[config.mk]
export PLATFORM = sky130hd
export DESIGN_NAME = ad9866_spi_sched
export DESIGN_NICKNAME = d
export VERILOG_FILES = /design/src/rtl/ad9866_spi_sched.sv
export SDC_FILE = /design/constraint.sdc
export NUM_CORES = 1
export LEC_CHECK = 0
export BUFFER_PORTS_ARGS = -buffer_cell sky130_fd_sc_hd__buf_2
export CORE_MARGIN = 3
export CORE_UTILIZATION = 45
export DETAILED_ROUTE_END_ITERATION = 8
export PLACE_DENSITY = 0.7
export SYNTH_ARGS = -nofsm -noshare
export SYNTH_HDL_FRONTEND = slang
export SYNTH_SLANG_ARGS = --single-unit
[constraint.sdc]
create_clock -name clk -period 2.2 [get_ports clk]
set_input_delay 0.55 -clock clk [delete_from_list [all_inputs] [get_ports clk]]
set_output_delay 0.55 -clock clk [all_outputs]
set_load 0.01 [all_outputs]
[src/rtl/ad9866_spi_sched.sv]
// AD9866 SPI sequencer: codec reset, init-table streaming, then gain/host write arbitration.
// One 16-bit frame per SHIFT; gain writes coalesce to the latest rx_gain and outrank host writes.
module ad9866_spi_sched #(
  parameter int         CLKDIV    = 4,
  parameter int         NINIT     = 13,
  parameter int         RSTCYC    = 64,
  parameter logic [5:0] GAIN_ADDR = 6'h09
) (
  input  logic        clk,
  input  logic        resetn,
  output logic [4:0]  init_idx,
  input  logic [15:0] init_word,
  input  logic        host_valid,
  output logic        host_ready,
  input  logic [5:0]  host_addr,
  input  logic [7:0]  host_data,
  input  logic [5:0]  rx_gain,
  input  logic        gain_en,
  output logic        busy,
  output logic        init_done,
  output logic        ad9866_rst_n,
  output logic        ad9866_sen_n,
  output logic        ad9866_sclk,
  output logic        ad9866_sdio
);

  localparam int CW = $clog2(RSTCYC + 2*CLKDIV + 1);
  localparam int DW = $clog2(CLKDIV + 1);

  typedef enum logic [2:0] {
    S_RST_HOLD, S_RST_WAIT, S_INIT, S_IDLE, S_SHIFT, S_GAP
  } state_t;

  state_t        r_state, w_next;
  logic [CW-1:0] r_cnt;
  logic [DW-1:0] r_div;
  logic [4:0]    r_bit;
  logic          r_half;
  logic [15:0]   r_sr;
  logic [5:0]    r_gain_last;
  logic          r_init_done;
  logic [4:0]    r_init_idx;
  logic          r_rst_n, r_sen_n, r_sclk, r_sdio, r_busy;

  logic          w_gain_pend, w_host_rdy, w_gain_go, w_host_go, w_load;
  logic          w_div_end, w_tail, w_last_init, w_rst_done, w_gap_done;
  logic [15:0]   w_frame;
  logic          w_rst_n_nxt, w_sen_n_nxt, w_sclk_nxt, w_sdio_nxt, w_busy_nxt;

  assign w_gain_pend = gain_en && r_init_done && (rx_gain != r_gain_last);
  assign w_host_rdy  = (r_state == S_IDLE) && r_init_done && !w_gain_pend;
  assign w_gain_go   = (r_state == S_IDLE) && w_gain_pend;
  assign w_host_go   = w_host_rdy && host_valid;
  assign w_load      = (r_state == S_INIT) || w_gain_go || w_host_go;
  assign w_div_end   = (r_div == DW'(CLKDIV - 1));
  assign w_tail      = (r_bit == 5'd16);
  assign w_last_init = (r_init_idx == 5'(NINIT - 1));
  assign w_rst_done  = (r_cnt == CW'(RSTCYC - 1));
  assign w_gap_done  = (r_state == S_GAP) && (r_cnt == CW'(2*CLKDIV - 1));

  always_comb begin
    w_frame = {2'b00, host_addr, host_data};
    if (r_state == S_INIT) w_frame = init_word;
    else if (w_gain_go)    w_frame = {2'b00, GAIN_ADDR, 2'b01, rx_gain};
  end

  always_ff @(posedge clk or negedge resetn) begin
    if (!resetn) r_state <= S_RST_HOLD;
    else         r_state <= w_next;
  end

  always_comb begin
    w_next = r_state;
    case (r_state)
      S_RST_HOLD: if (w_rst_done) w_next = S_RST_WAIT;
      S_RST_WAIT: if (w_rst_done) w_next = S_INIT;
      S_INIT:     w_next = S_SHIFT;
      S_IDLE:     if (w_gain_go || w_host_go) w_next = S_SHIFT;
      S_SHIFT:    if (w_div_end && w_tail) w_next = S_GAP;
      S_GAP:      if (w_gap_done) w_next = (!r_init_done && !w_last_init) ? S_INIT : S_IDLE;
      default:    w_next = S_RST_HOLD;
    endcase
  end

  // Next values of the registered pins; sdio only moves when sclk falls.
  always_comb begin
    w_rst_n_nxt = (w_next != S_RST_HOLD);
    w_sen_n_nxt = (w_next != S_SHIFT);
    w_busy_nxt  = (w_next != S_IDLE);
    w_sclk_nxt  = r_sclk;
    w_sdio_nxt  = r_sdio;
    if (r_state != S_SHIFT) begin
      w_sclk_nxt = 1'b0;
      w_sdio_nxt = w_load ? w_frame[15] : 1'b0;
    end else if (w_div_end) begin
      if (w_tail) begin
        w_sclk_nxt = 1'b0;
        w_sdio_nxt = 1'b0;
      end else if (!r_half) begin
        w_sclk_nxt = 1'b1;
      end else begin
        w_sclk_nxt = 1'b0;
        w_sdio_nxt = r_sr[14];
      end
    end
  end

  always_ff @(posedge clk or negedge resetn) begin
    if (!resetn) begin
      r_cnt       <= '0;
      r_div       <= '0;
      r_bit       <= '0;
      r_half      <= 1'b0;
      r_sr        <= '0;
      r_gain_last <= 6'h3F;
      r_init_done <= 1'b0;
      r_init_idx  <= '0;
      r_rst_n     <= 1'b0;
      r_sen_n     <= 1'b1;
      r_sclk      <= 1'b0;
      r_sdio      <= 1'b0;
      r_busy      <= 1'b1;
    end else begin
      r_rst_n <= w_rst_n_nxt;
      r_sen_n <= w_sen_n_nxt;
      r_sclk  <= w_sclk_nxt;
      r_sdio  <= w_sdio_nxt;
      r_busy  <= w_busy_nxt;

      if (r_state != w_next) r_cnt <= '0;
      else if (r_state == S_RST_HOLD || r_state == S_RST_WAIT || r_state == S_GAP)
        r_cnt <= r_cnt + CW'(1);

      if (w_load) begin
        r_sr   <= w_frame;
        r_div  <= '0;
        r_bit  <= '0;
        r_half <= 1'b0;
      end else if (r_state == S_SHIFT) begin
        if (w_div_end) begin
          r_div <= '0;
          if (!w_tail) begin
            r_half <= !r_half;
            if (r_half) begin
              r_bit <= r_bit + 5'd1;
              r_sr  <= {r_sr[14:0], 1'b0};
            end
          end
        end else begin
          r_div <= r_div + DW'(1);
        end
      end

      if (w_gain_go) r_gain_last <= rx_gain;

      if (w_gap_done && !r_init_done) begin
        if (w_last_init) r_init_done <= 1'b1;
        else             r_init_idx  <= r_init_idx + 5'd1;
      end
    end
  end

  assign init_idx     = r_init_idx;
  assign host_ready   = w_host_rdy;
  assign busy         = r_busy;
  assign init_done    = r_init_done;
  assign ad9866_rst_n = r_rst_n;
  assign ad9866_sen_n = r_sen_n;
  assign ad9866_sclk  = r_sclk;
  assign ad9866_sdio  = r_sdio;

endmodule
---- Word-level counts from Yosys, hierarchy flattened ----
Cells that the tools add are included.
word-level totals
  RAM bits ................................ 0
  input bits .............................. 40
  memory bits (read-only) ................. 0
  latch bits .............................. 0
  logic and storage cells ................. 104
  bits in registers ....................... 51
  memories kept ........................... 0
cells by class
  muxes and demuxes ....................... 37
  add/sub/neg operators ................... 4
  multipliers ............................. 0
  equal/unequal tests ..................... 16
  shift operators ......................... 0
  reduce and logical (&&, ||, !) cells .... 32
  magnitude comparators ................... 0
  divide/modulo/power cells ............... 0
  bitwise gates (word level) .............. 1
operator list
  cell                                                                    number
  15-bit two-way mux                                                      5
  5-bit two-way mux                                                       5
  3-bit two-way mux                                                       8
  3-bit case mux with 6 select lines                                      1
  16-bit two-way mux                                                      1
  1-bit two-way mux                                                       14
  14-bit two-way mux                                                      1
  7-bit two-way mux                                                       2
  5-bit by 1-bit adder with 5-bit output (second input constant)          2
  1-bit logical AND                                                       10
  2-bit nonzero test                                                      5
  3-bit by 2-bit equality test with 1-bit output (second input constant)  3
  7-bit by 1-bit adder with 7-bit output (second input constant)          1
  7-bit by 3-bit equality test with 1-bit output (second input constant)  1
  7-bit by 6-bit equality test with 1-bit output (second input constant)  1
  3-bit equality test (second input constant)                             2
  3-bit inequality test (second input constant)                           2
  6-bit inequality test                                                   1
  2-bit AND reduction                                                     3
  3-bit nonzero test                                                      2
  5-bit by 4-bit equality test with 1-bit output (second input constant)  1
  5-bit equality test (second input constant)                             1
  1-bit logical OR                                                        5
  1-bit logical NOT                                                       4
  other kinds (9)                                                         9

---- Longest topological paths before layout ----
Gate-level depths: netlist (run 1).
  depth in word-level cells ............... 10
  mapped depth ............................ 8

---- Least setup slack after synthesis (run 1) ----
OpenSTA, ideal clock, no wires.
  path type ............................... reg-to-reg
  start point ............................. register r_state[0]
  end point ............................... register r_sr[12]
  buffers on the path ..................... 2
  data arrival time ....................... 1,809 ps
  path slack .............................. 265 ps
  stages on the path, launching flop included .. 8
  data required time ...................... 2,074 ps
  cells stage by stage .................... dfrtp_1 or3b_1 buf_2 and4bb_2 buf_6 mux2i_1 nor3_1 a221o_1
on the way
  word-level cells in the longest chain between the ends .. 7
  elaborated cells between the ends (all ways) .. 17
RTL lines
  what                                                                          line    source
  start, declared                                                               34      state_t r_state, w_next;
  start signal, assigned                                                        69      else r_state <= w_next;
  3-bit by 2-bit equality test with 1-bit output                                51, 52
  1-bit logical AND (2 in a row)                                                51      assign w_host_rdy = (r_state == S_IDLE) && r_init_done && !w_gain_pend;
  1-bit logical AND                                                             53      assign w_host_go = w_host_rdy && host_valid;
  1-bit logical OR                                                              54      assign w_load = (r_state == S_INIT) || w_gain_go || w_host_go;
  2-bit inequality test (no source line) or 2-bit nonzero test (tied branches)  -
  4-bit AND reduction (no source line)                                          -
  end signal, assigned                                                          135     r_sr <= w_frame;
  end signal, assigned                                                          146     r_sr <= {r_sr[14:0], 1'b0};
  end, declared                                                                 39      logic [15:0] r_sr;
Parallel ways exist; a longest one is shown, timed or not.
A chain may end at the register's enable or synchronous reset.

---- Final worst setup path (run 1) ----
  start point ............................. register r_gain_last[3]
  end point ............................... output port host_ready
on the way
  word-level cells in the longest chain between the ends .. 4
RTL lines
  what                    line  source
  start, declared         40    logic [5:0] r_gain_last;
  start signal, assigned  154   if (w_gain_go) r_gain_last <= rx_gain;
  6-bit inequality test   50    assign w_gain_pend = gain_en && r_init_done && (rx_gain != r_gain_last);
  1-bit logical AND       50
  1-bit logical NOT       51
  1-bit logical AND       51
  end, declared           14    output logic host_ready,
No other way between the ends.

==> summary.md, run 1 <==
| Metric | Value |
|---|---|
| Status | `complete, no violations` |
| Post-Place Cells | `403` |
| Crit-path max FO | `2` |
| Worst reg-to-reg setup slack | `100 ps` |
| Max Clock Skew | `around 8.0 ps` |
| Synthesized area | `2764 um^2` |
| Pint | `1513 uW` |
| Total power | `2199 uW` |
| Syn_nets | `~320` |
| Path type of the worst setup path | `flip-flop to primary output` |
| Avg WL per Cell | `15.23 um` |
| Ys async rst share | `1.000` |
| LEAKAGE | `0.001556 uW` |
| Die height | `84.37 um` |
| Die Wd | `between 80 and 90 um` |
| Slew @ Worst Pin | `508.1 ps` |
| All-Layer GR Usage | `0.1844` |
| Initial core utilization | `0.4841` |
| Fin Hold WS | `between 150 and 200 ps` |
| Max Cap Violations | `0` |
| Layout Nets | `385` |
| Final cell count without fillers | `412` |
| Ports | `52` |
| Final wirelength | `approximately 6.3 mm` |
| Vias per inst | `5.451` |
| Slowest stage delay, CP | `approximately 550 ps` |
| Switching power total | `slightly below 700 uW` |
| Final Hold Fails | `0` |
| # DRC | `0` |
| Synth cell types | `46` |
| Final ANT Viol Nets | `0` |
| Die area | `7118 um^2` |
| Routability cong. | `around 0.87` |
| Synthesis warning total | `0` |
| P per Cell Area | `662.8 nW/um^2` |
| Clock power frac | `0.248` |
| Top-area cell type share of the netlist area | `0.3893` |
| First-pass GRT wire length | `10.73 mm` |
| Iteration-0 DRC Markers | `111` |
| Period Utilization, post-route | `0.9889` |
| Clock Latency Late Sink | `about 300 ps` |
| Worst path slowest cell | `dfstp_2` |
| EDFF count, synth | `0` |
| Initial antenna violation count | `0` |
| Final number of max-transition violations | `0` |
| GRT overflow | `0` |
| Critical path launch point type | `flip-flop` |
| Top FF cell, synth | `dfrtp_1` |
| Worst relative slew slack | `0.6613` |
| CTS tree | `yes` |
| Combinational cell fraction of total power | `0.230` |
| Drt pass-1 iters | `4` |
| CTS sink cnt | `a little over 50` |
| Largest net degree at the start of global routing | `24` |
| Avg Cell Area, Syn | `10.12 um^2` |
| # setup viols final | `0` |
| Req. time, crit path | `1650 ps` |
| Setup TNS | `0 ps` |
| Antenna diode count | `0` |
| Power share of the sequential group | `0.522` |
| Worst path cell trace | `xnor2_1 > nand4_1 > o21ai_2 > and2_4 > buf_6` |
| Gate Count Post-Synth | `around 270` |
| Synthesized flop and latch total | `51` |
| Vias in the first global route | `2235` |
| # port buffers | `51` |
| RSZ-0062 raised after global routing | `true` |
| CTS Buf Count | `5` |
| Root Driver | `clkbuf_8` |
| Row count | `27` |
| Hold Crit Class | `input pin to async pin` |
| Sw frac | `0.3119` |
| Crit path buf inv count | `1` |
| Area growth, synth to finish | `20.05%` |
| Vias after detailed routing | `~2200` |
| Critical Path Sink Type | `primary output` |
| Dominant cells by area after synthesis | `dfrtp_1 (39%), dfstp_2 (7.6%), xnor2_1 (5.4%)` |
| Maximum clock insertion buffer count | `2` |
| Core Region | `5709 um^2` |
| Largest area contributor in the netlist | `dfrtp_1` |
| Crit-path leading delay family | `flip-flops` |
| Htree depth | `2` |
| Post-DP HPWL | `4.749 mm` |
| Max frequency | `0.4597 GHz` |
| CP arrival | `1630 ps` |
| Sequential share of the synthesized area | `0.4654` |
| Reg clk slew, reported paths | `100 ps` |
| Layout cell share with drive strength beyond 1 | `0.3059` |
| Peak supply drop | `496.1 uV` |
| Post-layout min period | `2176 ps` |
==> registers in the layout (all words and copies together) (netlist names), 3 cells and up <==
signal       flops
init_idx         5
r_gain_last      6
r_state          3
r_sr            15
r_div            3
r_cnt            7
r_bit            5
==> synth_stat cells (3+ instances only) <==
cell        n
nand3_1     7
and2_1      4
a221o_1     6
ha_1        6
dfrtp_1    43
dfstp_2     8
xnor2_1    17
clkbuf_1    6
o21ai_0    10
mux2_2      6
nand2_1    16
inv_1      13
a2111oi_2   5
a21oi_1     6
o21a_1      3
buf_2       3
o22ai_1     5
nand3b_1    6
nand4_1     7
nor2b_1     4
xor2_1      5
mux2i_1    10
nor2_1     34
nor3_1     12
nand2b_1    3
==> per-stage QoR <==
| step | utilization | setup slack, ps | instance area [um^2] |
|---|---|---|---|
| 3_5_place_dp | 0.5610 | 63.10 | 3203 |
| 6_report | 0.5812 | 24.47 | 3318 |
| 3_3_place_gp | 0.5610 | 107.0 | 3203 |
| 5_1_grt | 0.5812 | -20.01 | 3318 |
| 2_1_floorplan | - | 265.2 | 2764 |
| 4_1_cts | 0.5783 | 17.85 | 3302 |
==> worst paths after layout <==
kind | start | to | cells past startpoint
min reg2reg | init_idx[4] | init_idx[4] | 1
min in group clk | init_word[14] | r_sr[14] | 3
max | r_gain_last[3] | host_ready | 5
max reg2reg | r_gain_last[3] | r_sr[3] | 8
min | resetn | r_bit[0] | 1
max in group asynchronous | resetn | r_gain_last[2] | 2
==> layout make-up <==
class	count	area, um^2
clock buffer	5	68.82
sequential	51	1286
inverter	13	48.80
clock inverter	3	22.52
timing repair buffer	71	424.2
tap	72	90.09
multi-input combinational	197	1378
fill	512	2391
==> cell families after synthesis <==
| kind of cell | after synthesis | synth area share |
|---|---|---|
| buf+inv | 25 | 0.03984 |
| flops | 51 | 0.4654 |
| xor+xnor | 22 | 0.06971 |
| simple gates | 104 | 0.1969 |
| fa+ha+maj | 6 | 0.02716 |
| mux | 16 | 0.06066 |
| compound gates | 49 | 0.1403 |
==> power by group through the flow <==
stage               logic [uW]  registers [uW]  clock network (uW)
finish                     507            1150                 545
global placement           493            1160                   0
detailed placement         507            1160                   0
global route               580            1160                 614
floorplan                  323            1150                   0
CTS                        511            1150                 569
==> cells in the final DEF, fill, tap and decap left out, types with 2 or more instances in the layout <==
master | Yosys | layout
xnor2_1 | 17 | 17
xor2_1 | 5 | 5
and2_1 | 4 | 3
dfstp_2 | 8 | 8
ha_1 | 6 | 6
dfrtp_1 | 43 | 43
nand4_1 | 7 | 7
a21o_1 | 2 | 2
o22ai_1 | 5 | 5
o41a_1 | 2 | 2
nor2b_1 | 4 | 4
a2111oi_2 | 5 | 5
nand3_1 | 7 | 7
a22oi_1 | 2 | 2
o21a_1 | 3 | 3
inv_1 | 13 | 13
o21ai_0 | 10 | 9
nand2b_1 | 3 | 3
buf_4 | 1 | 19
a21oi_1 | 6 | 6
mux2i_1 | 10 | 10
buf_2 | 3 | 50
nand3b_1 | 6 | 6
mux2_2 | 6 | 6
and3_1 | 2 | 2
nand2_1 | 16 | 16
nor2_1 | 34 | 34
nor3_1 | 12 | 12
a32oi_1 | 2 | 2
clkbuf_8 | 0 | 5
a221o_1 | 6 | 6
and4b_1 | 2 | 2
==> per-layer routing <==
metal,vias up,track usage,part of all wire
met5,-,0,0
met2,72,0.2869,0.46
met4,0,0.05324,0.012
li1,1108,-,-
met3,9,0.04220,0.063
met1,1057,0.2585,0.47
==> repair_timing <==
| action | CTS | global route |
|---|---|---|
| setup buffers | 1 | 0 |
| gates cloned | 0 | 0 |
| resized for setup | 1 | 4 |
| pin swaps | 1 | 3 |
| hold buffers | 0 | 0 |
| endpoints found under the setup margin | 1 | 2 |
Note: power is estimated with default switching activity, not from simulation.
==> run 2: changes to the inputs <==
Clock period 2.2 ns to 2.23 ns, I/O delays scaled along.
==> run 2 against run 1 <==
Cell count grew 0.24%. Routed wire length shrank 1.8%. Clock-buffer cell count is the same. Utilization shrank 0.11 points. Register-to-register slack gained 50 ps. Flip-flop and latch count is the same. Critical path type unchanged. Critical endpoint unchanged.
==> summary.md, run 2 (synthesis results as in run 1) <==
| Metric | Value |
|---|---|
| Post-layout min period | `2205 ps` |
| Ports | `52 (unchanged)` |
| Total power | `2167 uW (was 2199 uW)` |
| Util after Layout | `0.5801 (was 0.5812)` |
| RSZ-0062 raised after global routing | `true (unchanged)` |
| Htree depth | `2 (unchanged)` |
| Pint | `1491 uW (was 1513 uW)` |
| Flip-flop count of the largest register after layout | `15 (unchanged)` |
| First-pass GRT wire length | `10.62 mm (was 10.73 mm)` |
| Most common cell after layout, fill and taps aside | `buf_2 (unchanged)` |
| CTS Buf Count | `5 (unchanged)` |
| Critical path launch point type | `flip-flop (unchanged)` |
| Clock Latency Late Sink | `310 ps (was 300 ps)` |
| Vias per inst | `5.366 (was 5.451)` |
| Clock power frac | `0.249 (was 0.248)` |
| Die height | `84.37 um (unchanged)` |
| Fin Hold WS | `201.4 ps (was 192.9 ps)` |
| Slew @ Worst Pin | `491.5 ps (was 508.1 ps)` |
| Row count | `27 (unchanged)` |
| Initial core utilization | `0.4841 (unchanged)` |
| Root Driver | `clkbuf_8 (unchanged)` |
| Period Utilization, post-route | `0.9889` |
| Final number of max-transition violations | `0 (unchanged)` |
| Dpl ws | `78.95 ps (was 63.10 ps)` |
| Crit path buf inv count | `1 (unchanged)` |
| Worst relative slew slack | `0.6696 (was 0.6613)` |
| Final Hold Fails | `0 (unchanged)` |
| CTS Hold Bufs | `0 (unchanged)` |
| Crit-path leading delay family | `flip-flops (unchanged)` |
| Vias after detailed routing | `2216 (was 2246)` |
| All-Layer GR Usage | `0.1828 (was 0.1844)` |
| Avg WL per Cell | `14.92 um (was 15.23 um)` |
| # DRC | `0 (unchanged)` |
| Most frequent cells in the layout | `buf_2 (51), dfrtp_1 (43), nor2_1 (34), buf_4 (20), xnor2_1 (17) (was buf_2 (50), dfrtp_1 (43), nor2_1 (34), buf_4 (19), xnor2_1 (17))` |
| Sw frac | `0.3119 (about the same)` |
| Peak supply drop | `549.8 uV (was 496.1 uV)` |
| Hold Crit Class | `input pin to async pin (unchanged)` |
| Routability cong. | `0.8142 (was 0.8718)` |
| CTS sink cnt | `51 (unchanged)` |
| Slowest stage delay, CP | `550 ps (about the same)` |
| Max frequency | `between 0.4 and 0.5 GHz` |
| CP arrival | `1650 ps (was 1630 ps)` |
| Core Region | `5709 um^2 (unchanged)` |
| LEAKAGE | `0.001552 uW (was 0.001556 uW)` |
| Final ANT Viol Nets | `0 (unchanged)` |
| Combinational cell fraction of total power | `0.228 (was 0.230)` |
| Path type of the worst setup path | `flip-flop to primary output (unchanged)` |
| Fillers | `493 (was 512)` |
| Req. time, crit path | `1670 ps (was 1650 ps)` |
| Drt pass-1 iters | `4 (unchanged)` |
| Cell count along the critical path | `5 (unchanged)` |
| # port buffers | `51 (unchanged)` |
| Crit-path max FO | `4 (was 2)` |
| Setup TNS | `0 ps (unchanged)` |
| Area growth, synth to finish | `19.83% (was 20.05%)` |
| Initial antenna violation count | `0 (unchanged)` |
| Maximum clock insertion buffer count | `2 (unchanged)` |
| Regs by FF count | `r_sr: 15 flops, r_cnt: 7 flops, r_gain_last: 6 flops (unchanged)` |
| Layout cell share with drive strength beyond 1 | `0.3021 (was 0.3059)` |
| Final wirelength | `6.162 mm (was 6.274 mm)` |
| Max Cap Violations | `0 (unchanged)` |
| Antenna diode count | `0 (unchanged)` |
| Post-DP HPWL | `4.660 mm (was 4.749 mm)` |
| Vias in the first global route | `2211 (was 2235)` |
| Worst path cell trace | `xnor2_1 > nand4_1 > o21ai_1 > and2_1 > buf_2 (was xnor2_1 > nand4_1 > o21ai_2 > and2_4 > buf_6)` |
| Final setup margin | `24.78 ps (was 24.47 ps)` |
| Biggest register | `r_sr (unchanged)` |
| Power share of the sequential group | `0.523 (was 0.522)` |
| CTS tree | `yes (unchanged)` |
| # setup viols final | `0 (unchanged)` |
| Switching power total | `675.9 uW (was 686.0 uW)` |
| Layout Nets | `386 (was 385)` |
| Largest net degree at the start of global routing | `32 (was 24)` |
| GRT overflow | `0 (unchanged)` |
| Die Wd | `84.37 um (unchanged)` |
| Die area | `7118 um^2 (unchanged)` |
| Status | `complete, no violations (unchanged)` |
| Critical Path Sink Type | `primary output (unchanged)` |
| Iteration-0 DRC Markers | `133 (was 111)` |
| Reg clk slew, reported paths | `90 ps (was 100 ps)` |
| P per Cell Area | `654.3 nW/um^2 (was 662.8 nW/um^2)` |
| Worst path slowest cell | `dfstp_2 (unchanged)` |
| Max Clock Skew | `4.243 ps (was 8.041 ps)` |
| R2R cell count | `7 (was 8)` |
## run 2: per-stage QoR
stage	instances	cell area, um^2
2_1_floorplan	273	2764
3_3_place_gp	402	3196
3_5_place_dp	402	3196
4_1_cts	410	3289
5_1_grt	413	3312
6_report	413	3312
## run 2: cell type report
type,instances,area [um^2],share of cell area
multi-input cells,197,1368,0.4129
clock buffers,5,68.82,0.02078
inverters,13,48.80,0.01473
flip-flops and latches,51,1286,0.3884
well taps,72,90.09,0.02720
repair buffers,72,425.4,0.1284
clock inverters,3,25.02,0.007556
## run 2: what timing repair did
item                       4_1_cts  5_1_grt
pin swaps                        1        2
buffers inserted                 0        3
setup endpoints to repair        1        1
gates resized for setup          1        0
## run 2: worst paths after layout
| kind | start | endpoint | slack (ps) |
|---|---|---|---|
| min in group clk | init_word[14] | r_sr[14] | 470 |
| setup reg to reg | r_gain_last[5] | r_sr[3] | 150 |
| setup / recovery | r_gain_last[4] | host_ready | 20 |
| hold reg to reg | init_idx[4] | init_idx[4] | 500 |
| max in group asynchronous | resetn | r_gain_last[0] | 1430 |
| hold / removal | resetn | r_bit[4] | 200 |
## run 2: power by group through the flow
stage / Combinational, uW / Clock (uW) / Sequential [uW]
floorplan: 318 / 0 / 1140
global placement: 482 / 0 / 1150
detailed placement: 494 / 0 / 1150
CTS: 500 / 564 / 1130
global route: 562 / 606 / 1150
finish: 493 / 539 / 1130
## run 2: layer usage
layer,vias to the layer above,global-route usage,routed length [um]
met3,9,0.04122,333
met2,48,0.2920,2812
met5,-,0,0
li1,1115,-,-
met1,1044,0.2525,2926
met4,0,0.04748,89
